===== src/rtl/dmem_bus_bridge.sv =====
// rtl/dmem_bus_bridge.sv - bridges the core's combinational data-memory port onto a valid/ready request/response bus
// Stalls the core for the length of each access; a response timeout completes the access with a fault.
module dmem_bus_bridge #(
    parameter int          TIMEOUT_CYCLES = 255,
    parameter logic [31:0] FAULT_RDATA    = 32'h0000_0000
) (
    input  logic        clock,
    input  logic        reset_n,
    input  logic [31:0] core_addr,
    input  logic [31:0] core_wdata,
    input  logic [3:0]  core_be,
    input  logic        core_read,
    input  logic        core_write,
    output logic [31:0] core_rdata,
    output logic        core_stall,
    output logic        core_fault,
    output logic        bus_req_valid,
    input  logic        bus_req_ready,
    output logic [31:0] bus_addr,
    output logic [31:0] bus_wdata,
    output logic [3:0]  bus_be,
    output logic        bus_we,
    input  logic        bus_resp_valid,
    input  logic [31:0] bus_resp_data,
    input  logic        bus_resp_err
);

    localparam int            CW       = $clog2(TIMEOUT_CYCLES + 1);
    localparam logic [CW-1:0] CNT_LAST = CW'(TIMEOUT_CYCLES - 1);

    typedef enum logic [1:0] {S_IDLE, S_REQ, S_WAIT, S_DONE} state_t;

    state_t        r_state;
    state_t        w_next;
    logic [31:0]   r_addr;
    logic [31:0]   r_wdata;
    logic [3:0]    r_be;
    logic          r_we;
    logic [CW-1:0] r_cnt;
    logic [31:0]   r_rdata;
    logic          r_fault;
    logic          w_access;
    logic          w_timeout;

    assign w_access  = core_read | core_write;
    assign w_timeout = (r_cnt == CNT_LAST);

    always_ff @(posedge clock or negedge reset_n) begin
        if (!reset_n) begin
            r_state <= S_IDLE;
        end else begin
            r_state <= w_next;
        end
    end

    always_comb begin
        w_next = r_state;
        case (r_state)
            S_IDLE:  if (w_access) w_next = S_REQ;
            S_REQ:   if (bus_req_ready) w_next = S_WAIT;
            S_WAIT:  if (bus_resp_valid || w_timeout) w_next = S_DONE;
            S_DONE:  w_next = S_IDLE;
            default: w_next = S_IDLE;
        endcase
    end

    // Responses arriving outside WAIT (e.g. for a request abandoned by reset) are dropped.
    always_ff @(posedge clock or negedge reset_n) begin
        if (!reset_n) begin
            r_addr  <= '0;
            r_wdata <= '0;
            r_be    <= '0;
            r_we    <= 1'b0;
            r_cnt   <= '0;
            r_rdata <= '0;
            r_fault <= 1'b0;
        end else begin
            case (r_state)
                S_IDLE: begin
                    if (w_access) begin
                        r_addr  <= core_addr;
                        r_wdata <= core_wdata;
                        r_be    <= core_be;
                        r_we    <= core_write;
                    end
                end
                S_REQ: begin
                    if (bus_req_ready) r_cnt <= '0;
                end
                S_WAIT: begin
                    if (r_cnt != '1) r_cnt <= r_cnt + 1'b1;
                    if (bus_resp_valid) begin
                        r_fault <= bus_resp_err;
                        if (bus_resp_err) begin
                            r_rdata <= FAULT_RDATA;
                        end else if (!r_we) begin
                            r_rdata <= bus_resp_data;
                        end
                    end else if (w_timeout) begin
                        r_rdata <= FAULT_RDATA;
                        r_fault <= 1'b1;
                    end
                end
                default: ;
            endcase
        end
    end

    assign core_stall    = w_access & (r_state != S_DONE);
    assign core_fault    = (r_state == S_DONE) & r_fault;
    assign core_rdata    = r_rdata;
    assign bus_req_valid = (r_state == S_REQ);
    assign bus_addr      = r_addr;
    assign bus_wdata     = r_wdata;
    assign bus_be        = r_be;
    assign bus_we        = r_we;

endmodule


===== config.mk =====
export PLATFORM = sky130hd
export DESIGN_NAME = dmem_bus_bridge
export DESIGN_NICKNAME = d
export VERILOG_FILES = /design/src/rtl/dmem_bus_bridge.sv
export SDC_FILE = /design/constraint.sdc
export NUM_CORES = 1
export LEC_CHECK = 0
export BUFFER_PORTS_ARGS = -buffer_cell sky130_fd_sc_hd__buf_2
export CAP_MARGIN = 30
export CELL_PAD_IN_SITES_DETAIL_PLACEMENT = 1
export CELL_PAD_IN_SITES_GLOBAL_PLACEMENT = 2
export CORE_ASPECT_RATIO = 0.7
export CORE_UTILIZATION = 31
export DETAILED_ROUTE_END_ITERATION = 10
export PLACE_DENSITY_LB_ADDON = 0.2
export SLEW_MARGIN = 20
export SYNTH_ARGS = -nofsm -noshare
export SYNTH_HDL_FRONTEND = slang
export SYNTH_SLANG_ARGS = --single-unit

===== constraint.sdc =====
create_clock -name clock -period 3 [get_ports clock]
set_clock_uncertainty 0.1 [all_clocks]
set_input_delay 0.45 -clock clock [delete_from_list [all_inputs] [get_ports clock]]
set_output_delay 0.45 -clock clock [all_outputs]
set_load 0.1 [all_outputs]

* Word-level counts from Yosys, hierarchy flattened *
Index checks and enable logic that the tools add are counted.

word-level totals
  flip-flop bits (word level) = 112
  input port bits = 107
  output and inout port bits = 104
  logic and storage cells = 45

operators by class
  add/sub/neg operators = 1
  eq/ne operators = 11
  multiplexer cells = 13
  bitwise logic cells = 3
  reductions and logical operators = 9

operator list
  kind                 count
  $mux 32              4
  $mux 8               2
  $pmux 8 s2           1
  $reduce_and 3->1     3
  $add 8x1->8 const B  1
  $eq 8x8->1 const B   1
  $ne 2x2->1 const B   4
  $ne 8x8->1 const B   1
  $pmux 2 s4           1
  $mux 2               3
  $eq 2x2->1 const B   2
  $reduce_and 2->1     2
  $reduce_bool 2->1    2
  $ne 3x3->1 const B   1
  $and 1x1->1          2
  $eq 2x1->1 const B   1
  $logic_not 2->1      1
  $mux 1               2
  $ne 2x1->1 const B   1
  $logic_or 1x1->1     1
  $or 1x1->1           1

* Logic depth before layout (Yosys ltp) *
Gate-level depths: netlist (run 1).

  word-level depth = 4
  gate-level depth with buffers = 7
  gate-level depth less buffers = 6

* Worst setup path before layout (run 1) *
Ideal clock, no wire load.

  path type = register to register
  start = register r_state[1]
  end = register r_cnt[3]
  setup time = 69 ps
  data arrival time = 2,291 ps
  required time = 2,831 ps
  setup slack = 540 ps
  cell stages (with the launch flop) = 7
  buffers on the path = 0
  period minus slack after synthesis = 2,460 ps
  cells stage by stage = dfrtp_1 inv_1 ha_1 nor2_1 a311o_1 or4b_1 nand3_1

on the way
  cells in the longest elaborated chain, start to end = 3
  elaborated cells between the ends (all ways) = 7
  classes of those cells = eq/ne (4); mux (1); reduce/logical (2)

RTL lines
  item                                                              line  RTL
  start, declared                                                   33    state_t r_state;
  start signal, assigned                                            52    r_state <= w_next;
  $eq 2x1->1 *                                                      n/a
  via bus_req_valid                                                 17    output logic bus_req_valid,
  $ne 2x1->1 (no line) / $reduce_bool 2->1 (equally long branches)  n/a
  $reduce_and 3->1 (no line)                                        n/a
  end signal, assigned                                              91    if (r_cnt != '1) r_cnt <= r_cnt + 1'b1;
  end, declared                                                     39    logic [CW-1:0] r_cnt;

Mark *: on every way through the listed nets, which the timed path passes. The rest lies on a longest branch.
A chain may end at the register's enable or synchronous reset.

* Worst setup path after layout (run 1) *
  start = register r_cnt[0]
  end = register r_cnt[5]

on the way
  cells in the longest elaborated chain, start to end = 3
  elaborated cells between the ends (all ways) = 6
  classes of those cells = add/sub (1); eq/ne (2); mux (2); reduce/logical (1)

RTL lines
  item                                                   line
  $add 8x1->8 / $ne 8x8->1 (equally long branches)       91
  $mux 8 / $ne 2x2->1 (equally long branches)            n/a
  $pmux 8 s2 / $reduce_and 3->1 (equally long branches)  n/a

Several ways; a longest one is shown, not always the timed one. The select of a mux whose other input is x is not followed.

==> metrics.txt, run 1 <==
status completed; row count 35; Num CTS Buffers 9; number of gates resized after CTS 0; post-route minimum period 2.27 ns; gpl congestion 0.724; Critical-path top delay cell or4b_1; clk buf depth 2; FMAX 0.440 GHz; number of diodes 0; Initial Util 32.5%; max incr delay on CP 0.57 ns; DP HPWL 8690 um; critical path launch point type register; area of the mapped netlist 0.00437 mm2; all-layer global routing usage 16.3%; Sink Count 112; Buffers & Inverters on Critical Path 0; layout cells sized above 1 58.9%; io pins 211; Avg Cell Area, Syn 14.7 um2; Final setup viols 0; core box area 0.0134 mm2; Root Buffer clkbuf_16; Seq/Total Area, Yosys 64.1%; area delta synth->final 37.1%; DR DRC count 0; pin slew with the least headroom to its limit 0.647 ns; clock transition at the registers of the reported paths 0.08 ns; worst path cell trace ha_1, and3_4, a311o_1, or4b_1, nand3_1; Final #Nets 624; final hold vios 0; final period utilization 75.8%; max-slew violations 0; count of cell types in the netlist 31; Vias 3279; Worst Path Required 3.18 ns; Hold Crit Class input port to register; max_slew headroom 56.7%; Gate Count Post-Synth 298; Critical Path End Type register; met2 GRT Util 27.5%; met3 Usage GRT 6.24%; FILL cells 1502; Top delay family on crit path simple AND/OR/NAND/NOR gates; critical path class register to register; first-pass GRT wire length 18200 um; initial drt markers 91; max cap viols 0; TNS Setup 0 ns; DIE AREA 0.0146 mm2; router iterations before antenna repair 4; global route overflow 0; vias in the first global route 3456; CTS tree built; Synth Register Bits 112; CP arrival 2.46 ns; Die Span Y 101 um; Die Wd 144 um; met1 usage 19.3%; DRT antenna net count 0; Via-to-Cell Ratio 4.69; Syn Nets 412; H-tree depth 3; RSZ-0062 raised after global routing no; pin count of the biggest net entering global routing 74; Max Fanout on Critical Path 16; initial antenna violation count 0; Post-Route WL 11600 um; Port Buf Inserts 210; Synth warnings 0; later-pin clock latency in the skew report 0.34 ns; average routed wire per standard cell 16.7 um; gr busiest metal met2
==> what timing repair did <==
item,in CTS,in global routing
hold buffers,1,0
buffers inserted,0,0
endpoints found under the hold margin,6,0
==> worst register-to-register path, stage by stage, from the launching register on <==
cell	delay [ns]
dfrtp_1	0.43
ha_1	0.27
and3_4	0.20
a311o_1	0.55
or4b_1	0.57
nand3_1	0.09
==> cell usage in the layout, fill, tap and decap left out, drive strengths merged <==
master       Yosys  final
a211o            1      1
a21o             1      1
a21oi            1      1
a22o            32     32
a311o            1      1
a41oi            1      1
and2             1      1
and3             3      3
and4             2      2
buf              5    216
bufinv           0      1
clkbuf          11      9
clkinv           0      2
clkinvlp         0      1
dfrtp          112    112
dlygate4sd3      0      1
ha               7      7
inv              3      5
mux2            69     69
nand2           17     17
nand2b           1      1
nand3            9      9
nand3b           2      2
nor2             4      4
nor2b            3      3
nor4b            1      1
o211ai           1      1
o21a             1      1
o21ai            3      3
o221ai           1      1
o32a             1      1
or3              1      1
or4b             3      3
==> layout make-up <==
class	count	area, um2	area share (%)
clock buffers	9	225	3.76
clock inverters	6	77.6	1.29
inverters	3	11.3	0.188
multi-input cells	167	1500	25.1
flip-flops and latches	112	2800	46.8
well taps	185	231	3.86
repair buffers	217	1140	19.0
==> Yosys cell counts, drive strengths merged <==
cell type | number | area, um2
a41oi | 1 | 8.76
clkbuf | 11 | 41.3
nor2b | 3 | 18.8
and2 | 1 | 6.26
nand2b | 1 | 6.26
mux2 | 69 | 777
buf | 5 | 25.0
a21o | 1 | 7.51
o221ai | 1 | 8.76
dfrtp | 112 | 2800
nand3 | 9 | 45.0
ha | 7 | 87.6
and4 | 2 | 17.5
o21ai | 3 | 15.0
nor2 | 4 | 15.0
nand2 | 17 | 63.8
o211ai | 1 | 7.51
a22o | 32 | 280
and3 | 3 | 23.8
a211o | 1 | 8.76
o32a | 1 | 10.0
or3 | 1 | 6.26
or4b | 3 | 30.0
a311o | 1 | 10.0
a21oi | 1 | 5.00
nor4b | 1 | 8.76
inv | 3 | 11.3
o21a | 1 | 7.51
nand3b | 2 | 15.0
==> routing by layer <==
layer / routed length, um / part of all wire, %
met1: 4800 / 41
met2: 5610 / 48
met3: 1060 / 9.1
met4: 176 / 1.5
met5: 0 / 0
==> registers in the layout (all words and copies together) (netlist names) <==
name and cells:
r_fault 1, r_state 2, bus_wdata 32, bus_we 1
r_cnt 8, bus_addr 32, core_rdata 32, bus_be 4
==> stage by stage <==
stage / instances / utilization, % / setup WS, ns / cell area (um2) / hold slack [ns]
after floorplan: 298 / - / 0.540 / 4370 / 0.0544
after global placement: 682 / 42.1 / 0.652 / 5670 / 0.378
after detailed placement: 683 / 42.3 / 0.715 / 5680 / 0.374
after CTS: 699 / 44.6 / 0.719 / 5990 / 0.212
after global routing: 699 / 44.6 / 0.614 / 5990 / 0.212
final: 699 / 44.6 / 0.725 / 5990 / 0.224
==> cells by family (layout without fill, tap and decap cells) <==
group / count (synthesis) / after routing / share of synthesized area [%]
AO/OA/AOI/OAI: 44 / 44 / 8.45
multiplexers: 69 / 69 / 17.8
AND/OR/NAND/NOR: 47 / 47 / 5.87
buffers and inverters: 19 / 235 / 1.77
flip-flops: 112 / 112 / 64.1
adder cells (fa/ha/maj): 7 / 7 / 2.00
==> path summary, 6_finish.rpt <==
kind                                                 start                    endpoint  slack, ns  depth (start not counted)
worst max-delay path                  r_cnt[0]$_DFFE_PN0P_        r_cnt[5]$_DFFE_PN0P_       0.73                          5
worst min-delay path                     bus_resp_data[13]  core_rdata[13]$_DFFE_PN0P_       0.22                          2
worst max register to register        r_cnt[0]$_DFFE_PN0P_        r_cnt[5]$_DFFE_PN0P_       0.73                          5
worst min register to register  core_rdata[28]$_DFFE_PN0P_  core_rdata[28]$_DFFE_PN0P_       0.40                          1
max in group asynchronous                          reset_n    bus_addr[29]$_DFFE_PN0P_       1.50                          3
min in group asynchronous                          reset_n        r_cnt[2]$_DFFE_PN0P_       0.53                          2
Power of run 1 is not shown: default switching activity piles up to over one toggle a cycle in this logic, so the estimate is an artifact.
==> run 2: changes to the inputs <==
--- a/config.mk
+++ b/config.mk
@@ -5,12 +5,13 @@
 export SDC_FILE = /design/constraint.sdc
 export NUM_CORES = 1
 export LEC_CHECK = 0
+export ABC_AREA = 1
 export BUFFER_PORTS_ARGS = -buffer_cell sky130_fd_sc_hd__buf_2
 export CAP_MARGIN = 30
 export CELL_PAD_IN_SITES_DETAIL_PLACEMENT = 1
 export CELL_PAD_IN_SITES_GLOBAL_PLACEMENT = 2
 export CORE_ASPECT_RATIO = 0.7
-export CORE_UTILIZATION = 31
+export CORE_UTILIZATION = 23
 export DETAILED_ROUTE_END_ITERATION = 10
 export PLACE_DENSITY_LB_ADDON = 0.2
 export SLEW_MARGIN = 20
==> constraint.sdc (replaced) <==
create_clock -name clock -period 1.9 [get_ports clock]
set_clock_uncertainty 0.1 [all_clocks]
set_input_delay 0.285 -clock clock [delete_from_list [all_inputs] [get_ports clock]]
set_output_delay 0.285 -clock clock [all_outputs]
set_load 0.1 [all_outputs]
==> metrics.txt, run 2 <==
Via-to-Cell Ratio 4.18 (-11%); DRT antenna net count 0 (unchanged); RSZ-0062 raised after global routing no; design area 0.00670 mm2 (+12%); Seq/Total Area, Yosys 56.9% (-7.2 points); ys flop type dfrtp_1; final hold vios 0 (unchanged); commonest cells in the netlist nand2_1 (309), dfrtp_1 (112), inv_1 (46); max_slew headroom 57.1% (+0.37 points); global route overflow 0 (unchanged); Initial Util 23.6% (-8.9 points); average routed wire per standard cell 14.5 um (-13%); Hold Crit Class input port to register; setup ws final 0.0831 ns (-0.642 ns); clock transition at the registers of the reported paths 0.08 ns (about the same); all-layer global routing usage 14.6% (-1.7 points); Post-Route WL 15800 um (+36%); DIE AREA 0.0220 mm2 (+51%); initial drt markers 207 (+130%); FILL cells 2566 (+71%); final period utilization 95.6%; Avg Cell Area, Syn 8.09 um2 (-45%); most common cell in the synthesized netlist nand2_1; Sink Count 112 (unchanged); layout cells sized above 1 30.6% (-28 points); post-synthesis xor/xnor area fraction 0.178% (+0.18 points); Die Wd 177 um (+23%); Setup WS pre-CTS 0.0229 ns (-0.692 ns); Root Buffer clkbuf_16; number of diodes 0 (unchanged); Critical Path End Type output pin; setup bufs post-CTS 0 (unchanged); Num CTS Buffers 9 (unchanged); Gate Count Post-Synth 609 (+100%); R2R depth 9 (+4); max-slew violations 0 (unchanged); Post-synth EDFFs 0 (unchanged); initial antenna violation count 0 (unchanged); status completed; Async S/R FF share, synth 100% (unchanged); pin count of the biggest net entering global routing 113 (+53%); Max Fanout on Critical Path 4 (-12); core box area 0.0209 mm2 (+55%); critical path launch point type register; count of cell types in the netlist 24 (-23%); H-tree depth 3 (unchanged); adder-cell share of the synthesized area 1.78% (-0.23 points); TNS Setup 0 ns (unchanged); Synth area leader dfrtp_1; CP arrival 1.43 ns (-1.03 ns); max cap viols 0 (unchanged); DR DRC count 0 (unchanged); Syn Nets 723 (+75%); Vias 4572 (+39%); router iterations before antenna repair 4 (unchanged); complex-gate fraction of the synthesized area 1.14% (-7.3 points); Die Span Y 124 um (+23%); Post-DP Area 0.00635 mm2 (+12%); Post-Synth Simple-Gate Area 33.1% (+27 points); most frequent cells in the layout nand2_1 (308), buf_2 (206), dfrtp_1 (112), inv_1 (46), nor2_1 (42); pin slew with the least headroom to its limit 0.644 ns (-0.00310 ns); Hold Path Stages 3 (+1); Port Buf Inserts 210 (unchanged); row count 44 (+26%); Reg area 0.00280 mm2 (unchanged); CTS tree built; vias in the first global route 4800 (+39%); Synth Register Bits 112 (unchanged); most common cell after layout, fill and taps aside nand2_1; DP HPWL 11200 um (+28%); Final setup viols 0 (unchanged); Multi-input gate area 0.00183 mm2 (+22%); later-pin clock latency in the skew report 0.35 ns (about the same); Worst Path Required 1.51 ns (-1.67 ns); Synth area leaders dfrtp_1 (57%), nand2_1 (24%), nand4_1 (4.2%); Final #Nets 926 (+48%); post-synth top area share 56.9% (-7.2 points); area of the mapped netlist 0.00492 mm2 (+13%); clk buf depth 2 (unchanged); post-route minimum period 1.82 ns; FMAX 0.550 GHz; area delta synth->final 36.1%; largest family of logic cells by synthesized area simple AND/OR/NAND/NOR gates; io pins 211 (unchanged); critical path class register to output pin; first-pass GRT wire length 25400 um (+40%); Synth warnings 0 (unchanged); mux cell area share after synthesis 0% (-18 points); gpl congestion 0.749 (+3.5%)
run 2: cell types whose count changed in the layout (fill, tap and decap cells not counted), moves of 32 or more:
cell     before  now
nand2_1      17  308
mux2_2       69    0
inv_1         3   46
nor2_1        3   42
nand4_1       0   33
a22o_1       32    0
run 2: layout make-up:
| class | instances | area share [%] |
|---|---|---|
| Multi-Input combinational cell | 419 | 27.3 |
| Clock inverter | 6 | 1.12 |
| Clock buffer | 10 | 3.42 |
| Sequential cell | 112 | 41.8 |
| Tap cell | 276 | 5.15 |
| Inverter | 49 | 2.74 |
| Timing Repair Buffer | 221 | 18.5 |
run 2: path summary, 6_finish.rpt:
| kind | start | endpoint | slack [ns] |
|---|---|---|---|
| worst max-delay path | r_state[1]$_DFFE_PN0P_ | bus_req_valid | 0.08 |
| worst min-delay path | core_addr[12] | bus_addr[12]$_DFFE_PN0P_ | 0.02 |
| worst max register to register | r_cnt[0]$_DFFE_PN0P_ | core_rdata[16]$_DFFE_PN0P_ | 0.15 |
| worst min register to register | core_rdata[26]$_DFFE_PN0P_ | core_rdata[26]$_DFFE_PN0P_ | 0.37 |
| max in group asynchronous | reset_n | bus_wdata[25]$_DFFE_PN0P_ | 0.74 |
| min in group asynchronous | reset_n | core_rdata[29]$_DFFE_PN0P_ | 0.47 |
run 2: critical path, cell delays in order, from the launching register on:
cell and delay, ns:
dfrtp_1 0.45, inv_1 0.13, ha_2 0.21, buf_4 0.29
run 2: timing repair:
item | 4_1_cts | 5_1_grt
hold endpoints to repair | 112 | 0
gates resized for setup | 1 | 4
pin swaps | 0 | 1
gates cloned | 0 | 1
hold buffers | 1 | 0
setup endpoints to repair | 1 | 40
run 2: stage by stage:
stage / hold WS [ns] / utilization, % / cells
6_report: 0.0247 / 32.1 / 1093
5_1_grt: 0.0133 / 32.1 / 1093
4_1_cts: 0.00458 / 32.0 / 1092
3_5_place_dp: 0.340 / 30.4 / 1075
3_3_place_gp: 0.332 / 30.4 / 1075
2_1_floorplan: -0.111 / - / 609
run 2: cell families (layout without fill, tap and decap cells):
kind of cell	Yosys count	after routing
adders and majority gates	7	7
DFF	112	112
buffers and inverters	79	286
xor gates and xnor gates	1	1
and+or+nand+nor	400	401
AOI/OAI and AO/OA	10	10
run 2: layer usage:
metal / up-vias / wire, um / global-route usage (%)
met5: - / 0 / 0
met4: 0 / 159 / 3.70
met3: 11 / 704 / 3.05
met2: 118 / 7250 / 23.8
met1: 2181 / 7690 / 19.6
li1: 2262 / - / -
Power of run 2 is left out for the same reason.
